File: src/rtl/memory_writeback_unit_if.sv
// Data-memory bus between the writeback unit (master) and the memory (slave).
// A request is held with stable address/data/enables until dataAck; read
// data is valid in the same cycle as dataAck.
interface memory_writeback_unit_if;
   logic        dataRequest;
   logic        dataWrite;
   logic [31:0] dataAddress;
   logic [31:0] dataWriteData;
   logic [3:0]  dataByteEnable;
   logic        dataAck;
   logic [31:0] dataReadData;

   modport master (
      output dataRequest,
      output dataWrite,
      output dataAddress,
      output dataWriteData,
      output dataByteEnable,
      input  dataAck,
      input  dataReadData
   );

   modport slave (
      input  dataRequest,
      input  dataWrite,
      input  dataAddress,
      input  dataWriteData,
      input  dataByteEnable,
      output dataAck,
      output dataReadData
   );
endinterface

File: src/rtl/memory_writeback_unit.sv
// Final pipeline stage: takes execute results, runs RV32I loads/stores on the
// data-memory bus and drives the register-file write port.
//
// state     | meaning
// ----------+-------------------------------------------------------------
// IDLE      | ready for a new execute result; illegal accesses fault here
// MEM_WAIT  | bus request outstanding, waiting for dataAck or timeout
// WRITEBACK | register write slot valid for exactly one cycle
module memory_writeback_unit #(
   parameter int unsigned ACK_TIMEOUT = 255
) (
   input  logic                    clock,
   input  logic                    reset,

   input  logic                    inValid,
   output logic                    inReady,
   input  logic                    inDestinationEnable,
   input  logic [4:0]              inWriteAddress,
   input  logic [31:0]             inAluResult,
   input  logic [31:0]             inStoreData,
   input  logic                    inLoad,
   input  logic                    inStore,
   input  logic [2:0]              inFunct3,

   memory_writeback_unit_if.master bus,

   output logic                    destinationEnable,
   output logic [4:0]              writeAddress,
   output logic [31:0]             writeData,
   output logic                    memoryWritebackValid,
   output logic                    misalignedFault,
   output logic                    busFault
);

   // Counter only ever needs to reach ACK_TIMEOUT-1 before the timeout fires.
   localparam int unsigned CW = (ACK_TIMEOUT > 1) ? $clog2(ACK_TIMEOUT) : 1;
   localparam logic [CW-1:0] TMO_LAST = CW'(ACK_TIMEOUT - 1);

   typedef enum logic [1:0] {
      IDLE      = 2'd0,
      MEM_WAIT  = 2'd1,
      WRITEBACK = 2'd2
   } state_t;

   state_t       state_q, state_d;
   logic [CW-1:0] count_q, count_d;

   logic         lat_load_q, lat_load_d;
   logic [2:0]   lat_funct3_q, lat_funct3_d;
   logic [1:0]   lat_lane_q, lat_lane_d;
   logic [4:0]   lat_rd_q, lat_rd_d;
   logic         lat_rd_en_q, lat_rd_en_d;

   logic         req_q, req_d;
   logic         write_q, write_d;
   logic [31:0]  addr_q, addr_d;
   logic [31:0]  wdata_q, wdata_d;
   logic [3:0]   be_q, be_d;

   logic         dest_en_q, dest_en_d;
   logic [4:0]   waddr_q, waddr_d;
   logic [31:0]  rf_data_q, rf_data_d;
   logic         valid_q, valid_d;
   logic         mis_q, mis_d;
   logic         bus_fault_q, bus_fault_d;

   logic         accept;
   logic         access_ok;
   logic [31:0]  store_lanes;
   logic [3:0]   store_be;
   logic [31:0]  read_shifted;
   logic [31:0]  load_value;

   assign inReady = (state_q == IDLE);
   assign accept  = inValid && inReady;

   // Legality and alignment of the incoming load/store.
   always_comb begin
      access_ok = 1'b0;
      if (inLoad && !inStore) begin
         unique case (inFunct3)
            3'b000, 3'b100: access_ok = 1'b1;
            3'b001, 3'b101: access_ok = !inAluResult[0];
            3'b010:         access_ok = (inAluResult[1:0] == 2'b00);
            default:        access_ok = 1'b0;
         endcase
      end else if (inStore && !inLoad) begin
         unique case (inFunct3)
            3'b000:  access_ok = 1'b1;
            3'b001:  access_ok = !inAluResult[0];
            3'b010:  access_ok = (inAluResult[1:0] == 2'b00);
            default: access_ok = 1'b0;
         endcase
      end
   end

   // Store data replicated across lanes, with enables for the addressed bytes.
   always_comb begin
      store_lanes = inStoreData;
      store_be    = 4'b1111;
      unique case (inFunct3[1:0])
         2'b00: begin
            store_lanes = {4{inStoreData[7:0]}};
            store_be    = 4'b0001 << inAluResult[1:0];
         end
         2'b01: begin
            store_lanes = {2{inStoreData[15:0]}};
            store_be    = 4'b0011 << inAluResult[1:0];
         end
         default: begin
            store_lanes = inStoreData;
            store_be    = 4'b1111;
         end
      endcase
   end

   // Load lane selection followed by sign or zero extension.
   always_comb begin
      read_shifted = bus.dataReadData >> {lat_lane_q, 3'b000};
      unique case (lat_funct3_q)
         3'b000:  load_value = {{24{read_shifted[7]}}, read_shifted[7:0]};
         3'b001:  load_value = {{16{read_shifted[15]}}, read_shifted[15:0]};
         3'b100:  load_value = {24'd0, read_shifted[7:0]};
         3'b101:  load_value = {16'd0, read_shifted[15:0]};
         default: load_value = bus.dataReadData;
      endcase
   end

   // Next-state and next-output decisions for the sequencing FSM.
   always_comb begin
      state_d      = state_q;
      count_d      = count_q;
      lat_load_d   = lat_load_q;
      lat_funct3_d = lat_funct3_q;
      lat_lane_d   = lat_lane_q;
      lat_rd_d     = lat_rd_q;
      lat_rd_en_d  = lat_rd_en_q;
      req_d        = req_q;
      write_d      = write_q;
      addr_d       = addr_q;
      wdata_d      = wdata_q;
      be_d         = be_q;
      waddr_d      = waddr_q;
      rf_data_d    = rf_data_q;
      dest_en_d    = 1'b0;
      valid_d      = 1'b0;
      mis_d        = 1'b0;
      bus_fault_d  = 1'b0;

      unique case (state_q)
         IDLE: begin
            if (accept) begin
               lat_load_d   = inLoad;
               lat_funct3_d = inFunct3;
               lat_lane_d   = inAluResult[1:0];
               lat_rd_d     = inWriteAddress;
               lat_rd_en_d  = inDestinationEnable;
               if (!inLoad && !inStore) begin
                  state_d   = WRITEBACK;
                  valid_d   = 1'b1;
                  dest_en_d = inDestinationEnable && (inWriteAddress != 5'd0);
                  waddr_d   = inWriteAddress;
                  rf_data_d = inAluResult;
               end else if (!access_ok) begin
                  mis_d = 1'b1;
               end else begin
                  state_d = MEM_WAIT;
                  count_d = '0;
                  req_d   = 1'b1;
                  write_d = inStore;
                  addr_d  = {inAluResult[31:2], 2'b00};
                  be_d    = inStore ? store_be : 4'b1111;
                  wdata_d = inStore ? store_lanes : 32'd0;
               end
            end
         end
         MEM_WAIT: begin
            if (bus.dataAck) begin
               req_d   = 1'b0;
               count_d = '0;
               if (lat_load_q) begin
                  state_d   = WRITEBACK;
                  valid_d   = 1'b1;
                  dest_en_d = lat_rd_en_q && (lat_rd_q != 5'd0);
                  waddr_d   = lat_rd_q;
                  rf_data_d = load_value;
               end else begin
                  state_d = IDLE;
               end
            end else if ((ACK_TIMEOUT != 0) && (count_q == TMO_LAST)) begin
               req_d       = 1'b0;
               count_d     = '0;
               bus_fault_d = 1'b1;
               state_d     = IDLE;
            end else begin
               count_d = count_q + 1'b1;
            end
         end
         WRITEBACK: begin
            state_d = IDLE;
         end
         default: begin
            state_d = IDLE;
            req_d   = 1'b0;
         end
      endcase
   end

   // State, latched transaction and registered outputs.
   always_ff @(posedge clock) begin
      if (reset) begin
         state_q      <= IDLE;
         count_q      <= '0;
         lat_load_q   <= 1'b0;
         lat_funct3_q <= 3'd0;
         lat_lane_q   <= 2'd0;
         lat_rd_q     <= 5'd0;
         lat_rd_en_q  <= 1'b0;
         req_q        <= 1'b0;
         write_q      <= 1'b0;
         addr_q       <= 32'd0;
         wdata_q      <= 32'd0;
         be_q         <= 4'd0;
         dest_en_q    <= 1'b0;
         waddr_q      <= 5'd0;
         rf_data_q    <= 32'd0;
         valid_q      <= 1'b0;
         mis_q        <= 1'b0;
         bus_fault_q  <= 1'b0;
      end else begin
         state_q      <= state_d;
         count_q      <= count_d;
         lat_load_q   <= lat_load_d;
         lat_funct3_q <= lat_funct3_d;
         lat_lane_q   <= lat_lane_d;
         lat_rd_q     <= lat_rd_d;
         lat_rd_en_q  <= lat_rd_en_d;
         req_q        <= req_d;
         write_q      <= write_d;
         addr_q       <= addr_d;
         wdata_q      <= wdata_d;
         be_q         <= be_d;
         dest_en_q    <= dest_en_d;
         waddr_q      <= waddr_d;
         rf_data_q    <= rf_data_d;
         valid_q      <= valid_d;
         mis_q        <= mis_d;
         bus_fault_q  <= bus_fault_d;
      end
   end

   assign bus.dataRequest    = req_q;
   assign bus.dataWrite      = write_q;
   assign bus.dataAddress    = addr_q;
   assign bus.dataWriteData  = wdata_q;
   assign bus.dataByteEnable = be_q;

   assign destinationEnable    = dest_en_q;
   assign writeAddress         = waddr_q;
   assign writeData            = rf_data_q;
   assign memoryWritebackValid = valid_q;
   assign misalignedFault      = mis_q;
   assign busFault             = bus_fault_q;

endmodule

File: src/flat_wrapper.sv
// flat-port wrapper written by rule: the top's interface ports become plain ports
module memory_writeback_unit_flat 
#(
   parameter int unsigned ACK_TIMEOUT = 255
)
  (clock, reset, inValid, inReady, inDestinationEnable, inWriteAddress, inAluResult, inStoreData, inLoad, inStore, inFunct3, destinationEnable, writeAddress, writeData, memoryWritebackValid, misalignedFault, busFault, bus_dataRequest, bus_dataWrite, bus_dataAddress, bus_dataWriteData, bus_dataByteEnable, bus_dataAck, bus_dataReadData);
  memory_writeback_unit_if bus_i ();
  input  logic clock;
  input  logic reset;
  input  logic inValid;
  output logic inReady;
  input  logic inDestinationEnable;
  input  logic [4:0] inWriteAddress;
  input  logic [31:0] inAluResult;
  input  logic [31:0] inStoreData;
  input  logic inLoad;
  input  logic inStore;
  input  logic [2:0] inFunct3;
  output logic destinationEnable;
  output logic [4:0] writeAddress;
  output logic [31:0] writeData;
  output logic memoryWritebackValid;
  output logic misalignedFault;
  output logic busFault;
  output wire logic [$bits(bus_i.dataRequest)-1:0] bus_dataRequest;
  output wire logic [$bits(bus_i.dataWrite)-1:0] bus_dataWrite;
  output wire logic [$bits(bus_i.dataAddress)-1:0] bus_dataAddress;
  output wire logic [$bits(bus_i.dataWriteData)-1:0] bus_dataWriteData;
  output wire logic [$bits(bus_i.dataByteEnable)-1:0] bus_dataByteEnable;
  input wire logic [$bits(bus_i.dataAck)-1:0] bus_dataAck;
  input wire logic [$bits(bus_i.dataReadData)-1:0] bus_dataReadData;
  assign bus_dataRequest = bus_i.dataRequest;
  assign bus_dataWrite = bus_i.dataWrite;
  assign bus_dataAddress = bus_i.dataAddress;
  assign bus_dataWriteData = bus_i.dataWriteData;
  assign bus_dataByteEnable = bus_i.dataByteEnable;
  assign bus_i.dataAck = bus_dataAck;
  assign bus_i.dataReadData = bus_dataReadData;
  memory_writeback_unit #(.ACK_TIMEOUT(ACK_TIMEOUT)) u_core (.clock(clock), .reset(reset), .inValid(inValid), .inReady(inReady), .inDestinationEnable(inDestinationEnable), .inWriteAddress(inWriteAddress), .inAluResult(inAluResult), .inStoreData(inStoreData), .inLoad(inLoad), .inStore(inStore), .inFunct3(inFunct3), .bus(bus_i), .destinationEnable(destinationEnable), .writeAddress(writeAddress), .writeData(writeData), .memoryWritebackValid(memoryWritebackValid), .misalignedFault(misalignedFault), .busFault(busFault));
endmodule
File: config.mk
export PLATFORM = sky130hd
export DESIGN_NAME = memory_writeback_unit_flat
export DESIGN_NICKNAME = d
export VERILOG_FILES = /design/src/rtl/memory_writeback_unit_if.sv /design/src/rtl/memory_writeback_unit.sv /design/src/flat_wrapper.sv
export SDC_FILE = /design/constraint.sdc
export NUM_CORES = 1
export LEC_CHECK = 0
export BUFFER_PORTS_ARGS = -buffer_cell sky130_fd_sc_hd__buf_2
export CAP_MARGIN = 20
export CORE_ASPECT_RATIO = 1.2
export CORE_UTILIZATION = 40
export DETAILED_ROUTE_END_ITERATION = 8
export PLACE_DENSITY = 0.76
export SYNTH_ARGS = -nofsm -noshare
export SYNTH_HDL_FRONTEND = slang
export SYNTH_SLANG_ARGS = --single-unit
File: constraint.sdc
create_clock -name clock -period 1.9 [get_ports clock]
set_input_delay 0.19 -clock clock [delete_from_list [all_inputs] [get_ports clock]]
set_output_delay 0.19 -clock clock [all_outputs]
set_load 0.05 [all_outputs]
# Word-level counts from Yosys, hierarchy flattened
# Cells that the tools add are included.
# totals
regBits,131
latchBits,0
ram_bits,0
rom_bits,0
wordCells,123
n_memories,0
# op_classes
addsub,1
n_mul,0
div_mod_pow,0
magnitude_cmp,0
eq_ne,19
n_shift,3
n_mux,50
bitwise,5
reduce_logical,27
# ops
cell,n
32-bit 2-to-1 mux,5
32-bit one-hot mux with 2 select lines,2
32-bit one-hot mux with 4 select lines,1
8-bit 2-to-1 mux,5
32-bit by 5-bit >> shifter with 16-bit output,1
5-bit 2-to-1 mux,4
1-bit 2-to-1 mux,17
8-bit one-hot mux with 2 select lines,1
3-bit == test (second input constant),4
2-bit 2-to-1 mux,6
2-bit inequality test (second input constant),5
5-bit one-hot mux with 2 select lines,1
5-bit AND reduction,2
5-bit nonzero test,2
1-bit one-hot mux with 3 select lines,3
8-bit by 1-bit adder with 8-bit output (second input constant),1
8-bit == test (second input constant),1
4-bit one-hot mux with 2 select lines,1
4-bit AND reduction,2
3-bit by 1-bit == test with 1-bit output (second input constant),2
1-bit logical AND,6
2-bit logical NOT,3
3-bit logical NOT,2
1-bit inverter,5
other kinds (18),23

# Logic depth before layout (Yosys ltp)
# logic_depth
ltp_word,8
ltp_mapped,8
ltp_nobuf,7

# Least setup slack after synthesis
# No wires, ideal clock.
# synth_path
path_kind,register to register
from,reg u_core.state_q[1]
to,reg u_core.lat_lane_q[1]
t_arrival_ns,1.738
required_time_ns,1.768
setup_slack_ns,0.030
path_stages_with_launch,7
path_buffers,2
cell_sequence,dfxtp_1 > buf_2 > nor2_1 > nand2_1 > clkbuf_1 > nand2_1 > a21oi_1
# synth_between
elab_chain_cells,3
# synth_lines
element,line_no,text
start: declaration,memory_writeback_unit.sv:45,"state_t state_q, state_d;"
start signal: assignment,memory_writeback_unit.sv:231,state_q <= state_d;
2-bit logical NOT (*),memory_writeback_unit.sv:74,assign inReady = (state_q == IDLE);
named net inReady,flat_wrapper.sv:11,output logic inReady;
1-bit logical AND,memory_writeback_unit.sv:75,assign accept = inValid && inReady;
2-bit AND reduction (no line) (*),--,
end signal: assignment,memory_writeback_unit.sv:235,lat_lane_q <= lat_lane_d;
end: declaration,memory_writeback_unit.sv:50,"logic [1:0] lat_lane_q, lat_lane_d;"
# Mark *: on every way through the listed nets, which the timed path passes. The rest lies on a longest branch.
# A chain may end at the register's enable or synchronous reset.

# Worst setup path after layout
# layout_path
from,reg u_core.lat_lane_q[0]
to,"reg u_core.rf_data_q[19], in the netlist u_core.writeData[19]"
# layout_between
elab_chain_cells,5
# layout_lines
element,line_no,text
32-bit by 5-bit >> shifter with 16-bit output,memory_writeback_unit.sv:119,"read_shifted = bus.dataReadData >> {lat_lane_q, 3'b000};"
32-bit one-hot mux with 4 select lines,memory_writeback_unit.sv:120,unique case (lat_funct3_q)
32-bit 2-to-1 mux,memory_writeback_unit.sv:181,if (lat_load_q) begin
32-bit 2-to-1 mux,memory_writeback_unit.sv:178,if (bus.dataAck) begin
32-bit one-hot mux with 2 select lines,memory_writeback_unit.sv:150,unique case (state_q)
end signal: assignment,memory_writeback_unit.sv:245,rf_data_q <= rf_data_d;
end: declaration,memory_writeback_unit.sv:62,"logic [31:0] rf_data_q, rf_data_d;"
# No other way between the ends. The select of a mux whose other input is x is not followed.

==> metrics.md <==
| Metric | Value |
|---|---|
| Post-synth EDFFs | `0` |
| Post-synthesis async set-or-reset flop share | `0%` |
| Mapped Avg Cell Area | `around 8.0 um2` |
| CP Class | `flip-flop to flip-flop` |
| Period utilization | `103.7%` |
| Fmax | `roughly 500 MHz` |
| Count leader, synth | `nand2_1` |
| Register area | `2628 um2` |
| RSZ-0062 raised after global routing | `yes` |
| First-pass GRT wire length | `approximately 31,000 um` |
| Grt ovf | `0` |
| Final setup fails | `7` |
| Post-Layout Cell Count | `roughly 1,200` |
| Post-synth top flop | `dfxtp_1` |
| Crit end category | `flip-flop` |
| Total Die Area | `16,380 um2` |
| Pin count of the biggest net entering global routing | `45` |
| Die X | `between 100 and 150 um` |
| Mapped cell area | `between 6000 and 7000 um2` |
| Vias in the first global route | `6,093` |
| DR iter-0 viols | `506` |
| Synth Area in Adders | `less than 1%` |
| N_diodes | `0` |
| Hold path depth | `3` |
| Antenna violations before repair | `0` |
| Floorplan die height | `approximately 140 um` |
| Yosys top cell by area | `dfxtp_1` |
| Synth warn | `0` |
| Area contributors post-synth | `dfxtp_1 41%, nand2_1 11%, a21oi_1 8.4%` |
| Routed vias/inst | `between 5 and 6` |
| P&R area growth vs syn | `33.93%` |
| Post-Syn Instances | `a little under 800` |
| Register area share after synthesis | `between 40% and 50%` |
| CTS Buffer Depth | `2` |
| CTS Buf Count | `17` |
| FF+latch count, synth | `roughly 130` |
| Status | `finished, violations left` |
| Clk_lat worst skew | `about 0.42 ns` |
| Leak Pwr | `~3.5 nW` |
| Synth Area in XOR/XNOR | `0.2759%` |
| Initial Utilization | `approximately two fifths` |
| Final Skew | `around 0.0081 ns` |
| Wire per inst | `16.37 um` |
| # rows | `50` |
| Reg clk slew, reported paths | `approximately 0.06 ns` |
| Hold Fails Final Rpt | `0` |
| CTS root buf | `clkbuf_16` |
| Pwr/cell area | `about 860 nW/um2` |
| Max-Cap Viols | `0` |
| Startpoint Class | `flip-flop` |
| Inst Count DP | `about 1,200` |
| # DRC | `0` |
| R2R cell count | `6` |
| Setup tns final | `-0.1119 ns` |
| Largest family of logic cells by synthesized area | `simple AND/OR/NAND/NOR gates` |
| Slowest cell on the critical path | `mux4_2` |
| Core ar. | `around 16,000 um2` |
| Setup slack after layout | `-0.07023 ns` |
| Clock sink count | `approximately 130` |
| Gp weighted congestion | `0.8555` |
| CTS tree | `built` |
| IO buf count | `220` |
| WHS | `approximately 0.015 ns` |
| Arrival time at the worst endpoint | `about 2.3 ns` |
| Synth Area in Compound Gates | `about 23%` |
| Vias | `6,679` |
| Share of layout cells above drive strength 1 | `around a third` |
| Gr usage total | `24.14%` |
| Crit-path max cell delay | `0.50 ns` |
| Multi-input gate area | `roughly 3500 um2` |
| Mux contribution to synthesized area | `under 10%` |
| Pre-Repair DR Iteration Count | `7` |
| Synth Area in Simple Gates | `between 20% and 30%` |
| Htree depth | `4` |
| Max Slew Vio Count | `0` |
| Fillcell total | `1,449` |
| NumNets Final | `roughly 1,100` |
| Top cells by count, synth | `184 x nand2_1, 131 x dfxtp_1, 107 x a21oi_1` |
| Critical path peak fanout | `8` |
| Crit-path cells | `buf_6 > mux2i_2 > mux4_2 > nor3_4 > nor2_4 > a221oi_2` |
| Power after layout | `7.340 mW` |
| Hold/Removal Path Class | `input pin to flip-flop` |
| I/O pin count | `about 220` |
| Top cell type's share of synthesized area | `about 41%` |
| Number of routed nets with antenna violations | `0` |
| Setup WS pre-CTS | `-0.1362 ns` |
| Period minus WS final | `1.970 ns` |
| Peak supply drop | `roughly 0.00058 V` |
| DRT Wirelength | `20,070 um` |
| Distinct cells, synth | `54` |
| Post-DP HPWL | `about 14,000 um` |
| Failing checks | `setup timing` |
| WP data required | `between 2 and 2.5 ns` |
-- repair_timing --
action | in CTS | in global routing
gates cloned | 0 | 1
hold buffers | 3 | 0
endpoints found under the hold margin | 3 | 0
resized for setup | 2 | 23
setup buffers | 0 | 2
pin swaps | 0 | 19
endpoints found under the setup margin | 18 | 27
-- worst paths after layout --
check	endpoint	slack (ns)	from
worst max register to register	u_core.writeData[19]$_SDFFE_PP0P_	-0.07	u_core.lat_lane_q[0]$_SDFFE_PP0P_
worst min-delay path	u_core.bus.dataAddress[21]$_SDFFE_PP0P_	0.02	inAluResult[21]
worst min register to register	u_core.bus.dataWriteData[0]$_SDFFE_PP0P_	0.45	u_core.bus.dataWriteData[0]$_SDFFE_PP0P_
worst max-delay path	u_core.writeData[19]$_SDFFE_PP0P_	-0.07	u_core.lat_lane_q[0]$_SDFFE_PP0P_
-- cell usage in the layout, fill, tap and decap left out, drive strengths merged, types with 12 or more instances in the layout --
cell type  synthesis  layout
a221oi            16      16
a211oi            18      18
o21ai             24      24
nor3              18      18
mux2              18      18
nand2            184     184
nand2b            12      12
buf               37     256
nor2              54      55
a21oi            107     107
dfxtp            131     131
clkbuf            31      19
a2111oi           15      15
nor2b             14      14
mux2i             19      19
nand3             30      30
-- kinds of logic after synthesis --
kind of cell               after synthesis
and+or+nand+nor                        330
AOI/OAI and AO/OA                      213
DFF                                    131
buffers and inverters                   75
muxes                                   39
adders and majority gates                2
xor gates and xnor gates                 2
other                                    1
-- worst max-delay path: cells and delay by family (launching register included) --
kind / cells / cell delay (ns)
buf+inv: 1 / 0.11
flops: 1 / 0.36
simple gates: 2 / 0.47
mux: 2 / 0.65
compound gates: 1 / 0.27
-- per-layer routing --
metal / global-route usage [%] / part of all wire, %
met1: 28.64 / 41
met2: 40.55 / 49
met3: 5.971 / 6.9
met4: 10.99 / 2.9
met5: 0 / 0
-- final cells by class --
class	instances	area share [%]
Sequential cell	131	30.90
Clock buffer	19	5.208
Tap cell	208	3.060
Inverter	7	0.3090
Clock inverter	13	1.574
Timing Repair Buffer	259	18.01
Multi-Input combinational cell	589	40.94
-- metrics by stage --
step / cell area [um2] / util, %
3_3_place_gp: 7774 / 49.90
4_1_cts: 8389 / 53.86
5_1_grt: 8504 / 54.59
2_1_floorplan: 6354 / -
6_report: 8504 / 54.59
3_5_place_dp: 7774 / 49.90
-- state kept, by name, indices dropped and copies added (netlist names), 2 cells and up --
| name | flops |
|---|---|
| u_core.lat_lane_q | 2 |
| u_core.lat_rd_q | 5 |
| u_core.writeAddress | 5 |
| u_core.bus.dataAddress | 30 |
| u_core.state_q | 2 |
| u_core.bus.dataByteEnable | 4 |
| u_core.lat_funct3_q | 3 |
| u_core.writeData | 32 |
| u_core.bus.dataWriteData | 32 |
| u_core.count_q | 8 |
-- power breakdown --
part | internal [mW] | total (mW) | switching [mW]
sequential | 2.84 | 2.90 | 0.0575
clock | 1.96 | 3.22 | 1.26
combinational | 0.411 | 1.22 | 0.811
No activity file was read; power rests on OpenSTA's default activity.
